[src/rtl/tictactoe_turn_ctrl.sv]
// Turn-sequencing controller placed in front of a tictactoe core.
// Arbitrates move requests from two players with strict X/O alternation,
// validates coordinates and occupancy against the core board, strobes the
// core for one cycle, waits for the core to settle, and reports per-move
// status plus the final game result. Owns core reset / game restart and
// forfeits a player who idles past TIMEOUT_CYCLES.
//
// Ports:
//   clk_i, rst_i (sync, active-high), new_game_i (sync restart pulse)
//   p1_valid_i/p1_x_i/p1_y_i/p1_ready_o : player X request handshake
//   p2_valid_i/p2_x_i/p2_y_i/p2_ready_o : player O request handshake
//   core_rst_n_o, core_x_o, core_y_o, core_make_move_o : drive the core
//   core_board_i, core_winner_i, core_tie_i              : core status
//   resp_valid_o/resp_player_o/resp_code_o : one-cycle status pulse
//   turn_o, move_count_o, game_over_o, result_o          : game status
module tictactoe_turn_ctrl #(
  parameter int unsigned SETTLE_CYCLES  = 3,
  parameter int unsigned TIMEOUT_CYCLES = 1000
) (
  input  logic        clk_i,
  input  logic        rst_i,
  input  logic        new_game_i,
  input  logic        p1_valid_i,
  input  logic [3:0]  p1_x_i,
  input  logic [3:0]  p1_y_i,
  output logic        p1_ready_o,
  input  logic        p2_valid_i,
  input  logic [3:0]  p2_x_i,
  input  logic [3:0]  p2_y_i,
  output logic        p2_ready_o,
  output logic        core_rst_n_o,
  output logic [3:0]  core_x_o,
  output logic [3:0]  core_y_o,
  output logic        core_make_move_o,
  input  logic [17:0] core_board_i,
  input  logic [1:0]  core_winner_i,
  input  logic        core_tie_i,
  output logic        resp_valid_o,
  output logic [1:0]  resp_player_o,
  output logic [2:0]  resp_code_o,
  output logic [1:0]  turn_o,
  output logic [3:0]  move_count_o,
  output logic        game_over_o,
  output logic [1:0]  result_o
);

  localparam int unsigned SW = $clog2(SETTLE_CYCLES + 1);
  localparam int unsigned TW = $clog2(TIMEOUT_CYCLES);
  localparam logic [SW-1:0] SET_LAST = SW'(SETTLE_CYCLES - 1);
  localparam logic [TW-1:0] TO_LAST  = TW'(TIMEOUT_CYCLES - 1);

  localparam logic [1:0] PL_X = 2'b01;
  localparam logic [1:0] PL_O = 2'b10;

  localparam logic [2:0] RC_OK       = 3'd0;
  localparam logic [2:0] RC_BAD      = 3'd1;
  localparam logic [2:0] RC_OCC      = 3'd2;
  localparam logic [2:0] RC_OVER     = 3'd3;
  localparam logic [2:0] RC_TIMEOUT  = 3'd4;

  typedef enum logic [2:0] {
    S_CLEAR, S_WAIT, S_CHECK, S_ISSUE, S_SETTLE, S_EVAL, S_DONE
  } state_e;

  state_e        state_q;
  logic          clr_cnt_q;
  logic [SW-1:0] set_cnt_q;
  logic [TW-1:0] to_cnt_q;
  logic [3:0]    x_q, y_q;
  logic          pend_o_q;
  logic          core_rst_n_q, core_mm_q;
  logic [3:0]    core_x_q, core_y_q;
  logic          resp_valid_q;
  logic [1:0]    resp_player_q;
  logic [2:0]    resp_code_q;
  logic [1:0]    turn_q;
  logic [3:0]    move_count_q;
  logic          game_over_q;
  logic [1:0]    result_q;
  logic          p1_ready_q, p2_ready_q;

  logic        hs1, hs2;
  logic        bad_coord, occupied;
  logic [3:0]  cell_k;
  logic [17:0] board_sh;

  assign hs1 = p1_valid_i & p1_ready_q;
  assign hs2 = p2_valid_i & p2_ready_q;

  // Cell k lives at bits [17-2k:16-2k]; shifting left by 2k brings it to the
  // top two bits. Only meaningful when the coordinates are in range.
  always_comb begin
    bad_coord = (x_q > 4'd2) || (y_q > 4'd2);
    cell_k    = x_q * 4'd3 + y_q;
    board_sh  = core_board_i << {cell_k, 1'b0};
    occupied  = |board_sh[17:16];
  end

  always_ff @(posedge clk_i) begin
    if (rst_i || new_game_i) begin
      state_q       <= S_CLEAR;
      clr_cnt_q     <= 1'b0;
      set_cnt_q     <= '0;
      to_cnt_q      <= '0;
      x_q           <= '0;
      y_q           <= '0;
      pend_o_q      <= 1'b0;
      core_rst_n_q  <= 1'b0;
      core_mm_q     <= 1'b0;
      core_x_q      <= '0;
      core_y_q      <= '0;
      resp_valid_q  <= 1'b0;
      resp_player_q <= '0;
      resp_code_q   <= '0;
      turn_q        <= PL_X;
      move_count_q  <= '0;
      game_over_q   <= 1'b0;
      result_q      <= '0;
      p1_ready_q    <= 1'b0;
      p2_ready_q    <= 1'b0;
    end else begin
      resp_valid_q <= 1'b0;
      core_mm_q    <= 1'b0;
      case (state_q)
        S_CLEAR: begin
          if (clr_cnt_q) begin
            core_rst_n_q <= 1'b1;
            state_q      <= S_WAIT;
            p1_ready_q   <= (turn_q == PL_X);
            p2_ready_q   <= (turn_q == PL_O);
          end else begin
            clr_cnt_q <= 1'b1;
          end
        end
        S_WAIT: begin
          if (hs1 || hs2) begin
            x_q        <= hs1 ? p1_x_i : p2_x_i;
            y_q        <= hs1 ? p1_y_i : p2_y_i;
            to_cnt_q   <= '0;
            p1_ready_q <= 1'b0;
            p2_ready_q <= 1'b0;
            state_q    <= S_CHECK;
          end else if (to_cnt_q == TO_LAST) begin
            // Idle forfeit: the other player wins.
            resp_valid_q  <= 1'b1;
            resp_code_q   <= RC_TIMEOUT;
            resp_player_q <= turn_q;
            result_q      <= ~turn_q;
            game_over_q   <= 1'b1;
            p1_ready_q    <= 1'b1;
            p2_ready_q    <= 1'b1;
            state_q       <= S_DONE;
          end else begin
            to_cnt_q <= to_cnt_q + 1'b1;
          end
        end
        S_CHECK: begin
          if (bad_coord || occupied) begin
            resp_valid_q  <= 1'b1;
            resp_code_q   <= bad_coord ? RC_BAD : RC_OCC;
            resp_player_q <= turn_q;
            p1_ready_q    <= (turn_q == PL_X);
            p2_ready_q    <= (turn_q == PL_O);
            state_q       <= S_WAIT;
          end else begin
            core_mm_q <= 1'b1;
            core_x_q  <= x_q;
            core_y_q  <= y_q;
            state_q   <= S_ISSUE;
          end
        end
        S_ISSUE: begin
          set_cnt_q <= '0;
          state_q   <= S_SETTLE;
        end
        S_SETTLE: begin
          if (set_cnt_q == SET_LAST) state_q <= S_EVAL;
          else                       set_cnt_q <= set_cnt_q + 1'b1;
        end
        S_EVAL: begin
          move_count_q  <= move_count_q + 4'd1;
          resp_valid_q  <= 1'b1;
          resp_code_q   <= RC_OK;
          resp_player_q <= turn_q;
          if (core_winner_i != 2'b00) begin
            result_q    <= core_winner_i;
            game_over_q <= 1'b1;
            p1_ready_q  <= 1'b1;
            p2_ready_q  <= 1'b1;
            state_q     <= S_DONE;
          end else if (core_tie_i || move_count_q == 4'd8) begin
            result_q    <= 2'b11;
            game_over_q <= 1'b1;
            p1_ready_q  <= 1'b1;
            p2_ready_q  <= 1'b1;
            state_q     <= S_DONE;
          end else begin
            turn_q     <= ~turn_q;
            p1_ready_q <= (turn_q == PL_O);
            p2_ready_q <= (turn_q == PL_X);
            state_q    <= S_WAIT;
          end
        end
        S_DONE: begin
          // Accepting player's ready drops for one cycle. A simultaneous
          // X+O request answers X now and O on the following cycle, which
          // is safe because both readies are low during that cycle.
          p1_ready_q <= ~hs1;
          p2_ready_q <= ~hs2;
          if (pend_o_q) begin
            resp_valid_q  <= 1'b1;
            resp_code_q   <= RC_OVER;
            resp_player_q <= PL_O;
            pend_o_q      <= 1'b0;
          end else if (hs1) begin
            resp_valid_q  <= 1'b1;
            resp_code_q   <= RC_OVER;
            resp_player_q <= PL_X;
            pend_o_q      <= hs2;
          end else if (hs2) begin
            resp_valid_q  <= 1'b1;
            resp_code_q   <= RC_OVER;
            resp_player_q <= PL_O;
          end
        end
        default: state_q <= S_CLEAR;
      endcase
    end
  end

  assign p1_ready_o       = p1_ready_q;
  assign p2_ready_o       = p2_ready_q;
  assign core_rst_n_o     = core_rst_n_q;
  assign core_x_o         = core_x_q;
  assign core_y_o         = core_y_q;
  assign core_make_move_o = core_mm_q;
  assign resp_valid_o     = resp_valid_q;
  assign resp_player_o    = resp_player_q;
  assign resp_code_o      = resp_code_q;
  assign turn_o           = turn_q;
  assign move_count_o     = move_count_q;
  assign game_over_o      = game_over_q;
  assign result_o         = result_q;

endmodule

[config.mk]
export PLATFORM = sky130hd
export DESIGN_NAME = tictactoe_turn_ctrl
export DESIGN_NICKNAME = d
export VERILOG_FILES = /design/src/rtl/tictactoe_turn_ctrl.sv
export SDC_FILE = /design/constraint.sdc
export NUM_CORES = 1
export LEC_CHECK = 0
export CAP_MARGIN = 20
export CORE_ASPECT_RATIO = 0.5
export CORE_MARGIN = 4
export CORE_UTILIZATION = 39
export CTS_CLUSTER_DIAMETER = 50
export CTS_CLUSTER_SIZE = 12
export DETAILED_ROUTE_END_ITERATION = 6
export PLACE_DENSITY_LB_ADDON = 0.2
export SLEW_MARGIN = 20
export SYNTH_ARGS = -nofsm -noshare
export SYNTH_HDL_FRONTEND = slang
export SYNTH_SLANG_ARGS = --single-unit
[constraint.sdc]
create_clock -name clk_i -period 5.7 [get_ports clk_i]
set_input_delay 1.14 -clock clk_i [delete_from_list [all_inputs] [get_ports clk_i]]
set_output_delay 1.14 -clock clk_i [all_outputs]
set_load 0.02 [all_outputs]
==> metrics.txt, run 1 <==
outcome=finished clean; GRT Overall Usage=16.29%; share of the synthesized area in the top cell type=34.68%; clk_lat worst skew=0.29 ns; Setup Skew=0.008727 ns; first-pass GRT wire length=12.59 mm; Initial Util=40.54%; CTS tree=yes; cts hold-fix bufs=0; startpoint types=register; Req. time, crit path=5.85 ns; Clk pin slew, worst setup/hold paths=0.07 ns; final hold vios=0; DP Cell Count=495; Rel. slew slack=32.66%; initial antenna violation count=0; register share of total power=46.1%; routed len/inst=15.34 um; LEAKAGE=1.329 nW; sequential fraction of the synthesis area=34.68%; Bufs on Longest Clock Path=2; synthesized cell area=3002 um2; post-synthesis cell count=349; Pre-antenna DRT Iters=4; core area=7405 um2; Fmax achieved=291.9 MHz; TritonCTS buffer count=5; syn_nets=407; final std cells w/o fill=503; DRC Markers=0; crit path time final=3.425 ns; post-synth cell types=69; top post-synthesis cells by area=dfxtp_1, ha_1, nor2_1, a21oi_1, nand2_1; number of global-route vias before repair=2656; Worst-Margin Slew=1.006 ns; Final #Nets=464; Clock Root Buffer=clkbuf_16; Setup TNS Final=0 ns; Synth Flop Type=dfxtp_1; share of cells above drive strength 1=7.862%; final wirelength=7.717 mm; row count=22; Post-Syn Area per Cell=8.601 um2; H-tree levels=2; CTS resizes=0; most frequent cell after synthesis=dfxtp_1; EDFF count, synth=0; Net Sw Frac=25.91%; GPL Wtd Cong=0.7925; Yosys reg bits=52; Syn-to-layout area delta=28.39%; # Post-CTS Setup Buffers=0; largest net degree at the start of global routing=44; Ys Warns=0; Combinational Power Share=17.0%; crit end category=register; fin. max-slew vios=0; number of diodes=0; clock net sink count=52; Clock power frac=36.9%; Final period util=60.09%; Die X=132.1 um; RSZ-0062 raised after global routing=false; Post-synth top cells=dfxtp_1, nor2_1, nand2_1; CP Max Fanout=5; maximum vdd drop=0.1174 mV; NetSw=213.2 uW; vias per std cell=5.509; cell taking the most area after synthesis=dfxtp_1; hpwl dp=5.898 mm; DR vias=2771; setup violators final=0; IO Port Bufs=68; drt initial violations=200; remaining global-route overflow=0; post-synthesis async set-or-reset flop share=0%; Final Util=52.04%; pwr dens=213.4 nW/um2; number of max-cap violations=0; Power Internal=609.4 uW; Total Power=822.5 uW; die footprint=9250 um2; Hold WC Path Type=register to register; WS Path Type=register to register; Die H=70.04 um; data arrival time of the critical path=3.57 ns; ANT nets after route=0; io pins=69
## placed cells by master (no fill, tap or decap), types with 4 or more instances in the layout
cell              n
xnor2_1           4
o21ai_0          19
a31oi_1           6
nor2b_1           6
nand3_1          16
a311oi_1         10
nor2_1           41
inv_1            14
and3_1            5
a21oi_1          26
ha_1             13
o211ai_1          5
nor3_1            8
dfxtp_1          52
nand3b_1          5
clkbuf_16         5
xor2_1            4
clkdlybuf4s50_1  68
nand2_1          29
## power by group through the flow
| stage | Clock [mW] | Combinational, mW | Sequential [mW] |
|---|---|---|---|
| floorplan | 0 | 0.0895 | 0.385 |
| global placement | 0 | 0.136 | 0.387 |
| detailed placement | 0 | 0.138 | 0.388 |
| CTS | 0.311 | 0.139 | 0.379 |
| global route | 0.326 | 0.151 | 0.381 |
| finish | 0.304 | 0.140 | 0.379 |
## flip-flops by register name (all words and copies together) (netlist names), 2 cells and up
signal	cells
core_y_o	4
move_count_o	4
state_q	3
set_cnt_q	2
result_o	2
turn_o	2
core_x_o	4
resp_player_o	2
x_q	4
resp_code_o	3
to_cnt_q	10
y_q	4
## critical path, stage by stage (launching register included)
cell	delay [ns]
dfxtp_1	0.38
fa_1	0.56
ha_1	0.14
inv_1	0.05
fa_1	0.58
nand2b_1	0.14
o31ai_1	0.73
o2111ai_1	0.32
o211ai_1	0.28
o41ai_2	0.11
## logic make-up (layout without fill, tap and decap cells)
logic type | after synthesis | after routing | share of synthesized area [%]
simple gates | 136 | 136 | 24.30
xor+xnor | 9 | 9 | 2.876
mux | 3 | 3 | 1.000
buf+inv | 32 | 90 | 5.044
fa+ha+maj | 16 | 16 | 7.420
flops | 52 | 52 | 34.68
compound gates | 101 | 101 | 24.68
## path summary, 6_finish.rpt
path,from,endpoint,slack [ns],cells after the start
setup reg to reg,x_q[0],resp_code_o[2],2.27,9
hold / removal,game_over_o,game_over_o,0.45,2
setup / recovery,x_q[0],resp_code_o[2],2.27,9
hold reg to reg,game_over_o,game_over_o,0.45,2
## stage by stage
stage / setup WS, ns / hold slack, ns / instance area, um2
floorplan: 2.782 / 0.4570 / 3002
global placement: 2.281 / 0.4333 / 3704
detailed placement: 2.144 / 0.4422 / 3704
CTS: 2.315 / 0.4550 / 3854
global route: 2.152 / 0.4789 / 3854
finish: 2.275 / 0.4492 / 3854
## per-layer routing
metal / track usage [%] / wire length (um)
met1: 21.15 / 3601
met2: 28.09 / 3721
met3: 3.885 / 364
met4: 2.561 / 30
met5: 0 / 0
## area by class of cell
| class | instances | area (um2) |
|---|---|---|
| clock buffer | 7 | 142.6 |
| clock inverter | 1 | 7.507 |
| fill | 698 | 3551 |
| inverter | 14 | 52.55 |
| multi-input combinational | 265 | 1809 |
| sequential | 52 | 1041 |
| tap | 96 | 120.1 |
| timing repair buffer | 68 | 680.7 |
Note: power is estimated with default switching activity, not from simulation.
==> run 2, diff against run 1 <==
- clock period: 5.7 -> 3.6 ns (I/O delays scaled with it)
==> metrics.txt, run 2 (synthesis gave the netlist of run 1 again) <==
Final period util=88.72% (+29 points); Net Sw Frac=25.14% (-0.77 points); clock net sink count=52 (unchanged); WL met2=3.333 mm (-10%); remaining global-route overflow=0 (unchanged); reg2reg start=x_q[1]; core area=7405 um2 (unchanged); CP Max Fanout=6 (+1); cts hold-fix bufs=0 (unchanged); number of global-route vias before repair=2621 (-1.3%); Power Internal=1.015 mW (+67%); met1 WL=3.677 mm (+2.1%); Initial Util=40.54% (unchanged); clk_lat worst skew=0.29 ns (about the same); end of the worst hold path=game_over_o; max layer used=met4; Largest Register=to_cnt_q; GRT Overall Usage=16.16% (-0.13 points); Setup WS pre-CTS=0.4024 ns (-1.742 ns); crit path time final=3.194 ns (-0.2312 ns); share of cells above drive strength 1=8.313% (+0.45 points); WS Path Type=register to register; vias per std cell=5.396 (-2.0%); Fmax achieved=313.1 MHz (+7.2%); most frequent cells in the layout=clkdlybuf4s50_1, dfxtp_1, nor2_1, nand2_1, a21oi_1; GPL Wtd Cong=0.8116 (+2.4%); number of max-cap violations=0 (unchanged); drt initial violations=117 (-42%); number of flip-flops in the largest register=10 (unchanged); first-pass GRT wire length=12.46 mm (-0.99%); register share of total power=44.3% (-1.8 points); R2R setup slack=0.41 ns (-1.87 ns); IO Port Bufs=68 (unchanged); LEAKAGE=1.349 nW (+1.5%); ANT nets after route=0 (unchanged); DRC Markers=0 (unchanged); final hold vios=0 (unchanged); Setup TNS Final=0 ns (unchanged); initial antenna violation count=0 (unchanged); Worst-Margin Slew=0.8077 ns (-0.1986 ns); Die H=70.04 um (unchanged); DR vias=2725 (-1.7%); Req. time, crit path=3.79 ns (-2.06 ns); fin worst setup slack=0.4059 ns (-1.869 ns); routed wl met3=401 um (+10%); Combinational Power Share=16.2% (-0.8 points); startpoint types=register; outcome=finished clean; Hold WC Path Type=register to register; RSZ-0062 raised after global routing=false; die footprint=9250 um2 (unchanged); number of diodes=0 (unchanged); TritonCTS buffer count=5 (unchanged); Rel. slew slack=46.15% (+13 points); fin. max-slew vios=0 (unchanged); crit end category=register; hpwl dp=5.773 mm (-2.1%); Final #Nets=466 (+0.43%); Reg2Reg Depth=10 (+1); commonest non-fill, non-tap cell in the layout=clkdlybuf4s50_1; Syn-to-layout area delta=29.35%; routed len/inst=14.89 um (-3.0%); Hold Path Depth=2 (unchanged); critical hold path startpoint=game_over_o; io pins=69 (unchanged); CTS tree=yes; CTS resizes=0 (unchanged); setup violators final=0 (unchanged); Bufs on Longest Clock Path=2 (unchanged); H-tree levels=2 (unchanged); # Post-CTS Setup Buffers=0 (unchanged); pwr dens=349.2 nW/um2 (+64%); largest net degree at the start of global routing=44 (unchanged); NetSw=340.9 uW (+60%); row count=22 (unchanged); Clk pin slew, worst setup/hold paths=0.07 ns (about the same); final wirelength=7.517 mm (-2.6%); maximum vdd drop=0.1841 mV (+57%); Pre-antenna DRT Iters=6 (+2); reg-to-reg endpoint=resp_player_o[0]; data arrival time of the critical path=3.38 ns (-0.19 ns); Clock power frac=39.6% (+2.7 points); Setup Skew=0.006032 ns (-0.002695 ns); Clock Root Buffer=clkbuf_16; Min Hold Slack=0.4480 ns (-0.001159 ns); Die X=132.1 um (unchanged)
## run 2: cell types whose count changed in the layout (fill, tap and decap cells not counted), sizes merged
| cell | delta |
|---|---|
| buf | +2 |
| bufinv | +1 |
| clkbuf | -1 |
| clkinv | +1 |
| clkinvlp | -1 |
## run 2: worst max-delay path: stages, from the launching register on
cell	delay, ns
dfxtp_1	0.48
fa_1	0.47
ha_1	0.20
inv_1	0.06
fa_1	0.48
nand2b_1	0.17
o21bai_1	0.13
a31oi_1	0.20
nor4_2	0.55
nor4_1	0.13
a31o_1	0.21
## run 2: how the worst max path moves through the flow
stage / start / endpoint / slack, ns / depth (start not counted)
6_report: x_q[1] / resp_player_o[0] / 0.41 / 10
5_1_grt: x_q[1] / resp_code_o[0] / 0.17 / 10
4_1_cts: x_q[1] / resp_player_o[0] / 0.39 / 10
3_5_place_dp: x_q[1] / resp_player_o[0] / 0.40 / 10
3_3_place_gp: x_q[1] / resp_player_o[0] / 0.50 / 10
2_1_floorplan: x_q[0] / resp_code_o[2] / 0.68 / 9
## run 2: routing by layer
metal  track usage [%]  up-vias
met5                 0        -
met4             4.540        0
met3             4.388       11
met2             26.45       62
met1             21.00     1268
li1                  -     1384
## run 2: power by group through the flow
stage               clock network [mW]  registers (mW)  logic [mW]
floorplan                            0           0.610       0.142
global placement                     0           0.613       0.215
detailed placement                   0           0.613       0.219
CTS                              0.546           0.600       0.220
global route                     0.570           0.601       0.239
finish                           0.537           0.600       0.219
## run 2: metrics by stage
stage / util (%) / std cells / area [um2] / power [mW]
5_1_grt: 52.43 / 505 / 3882 / 1.411
6_report: 52.43 / 505 / 3882 / 1.356
4_1_cts: 52.43 / 505 / 3882 / 1.366
2_1_floorplan: - / 349 / 3002 / 0.7518
3_3_place_gp: 50.22 / 497 / 3719 / 0.8271
3_5_place_dp: 50.22 / 497 / 3719 / 0.8316
## run 2: area by class of cell
| type | instances | area, um2 |
|---|---|---|
| Clock buffer | 6 | 128.9 |
| Clock inverter | 2 | 35.03 |
| Fill cell | 681 | 3522 |
| Inverter | 14 | 52.55 |
| Multi-Input combinational cell | 265 | 1809 |
| Sequential cell | 52 | 1041 |
| Tap cell | 96 | 120.1 |
| Timing Repair Buffer | 70 | 695.7 |
==> run 3, diff against run 2 <==
- CTS_CLUSTER_DIAMETER: 50 -> not set
==> results of run 3 <==
Final layout, timing and power as in run 2 (identical DEF).
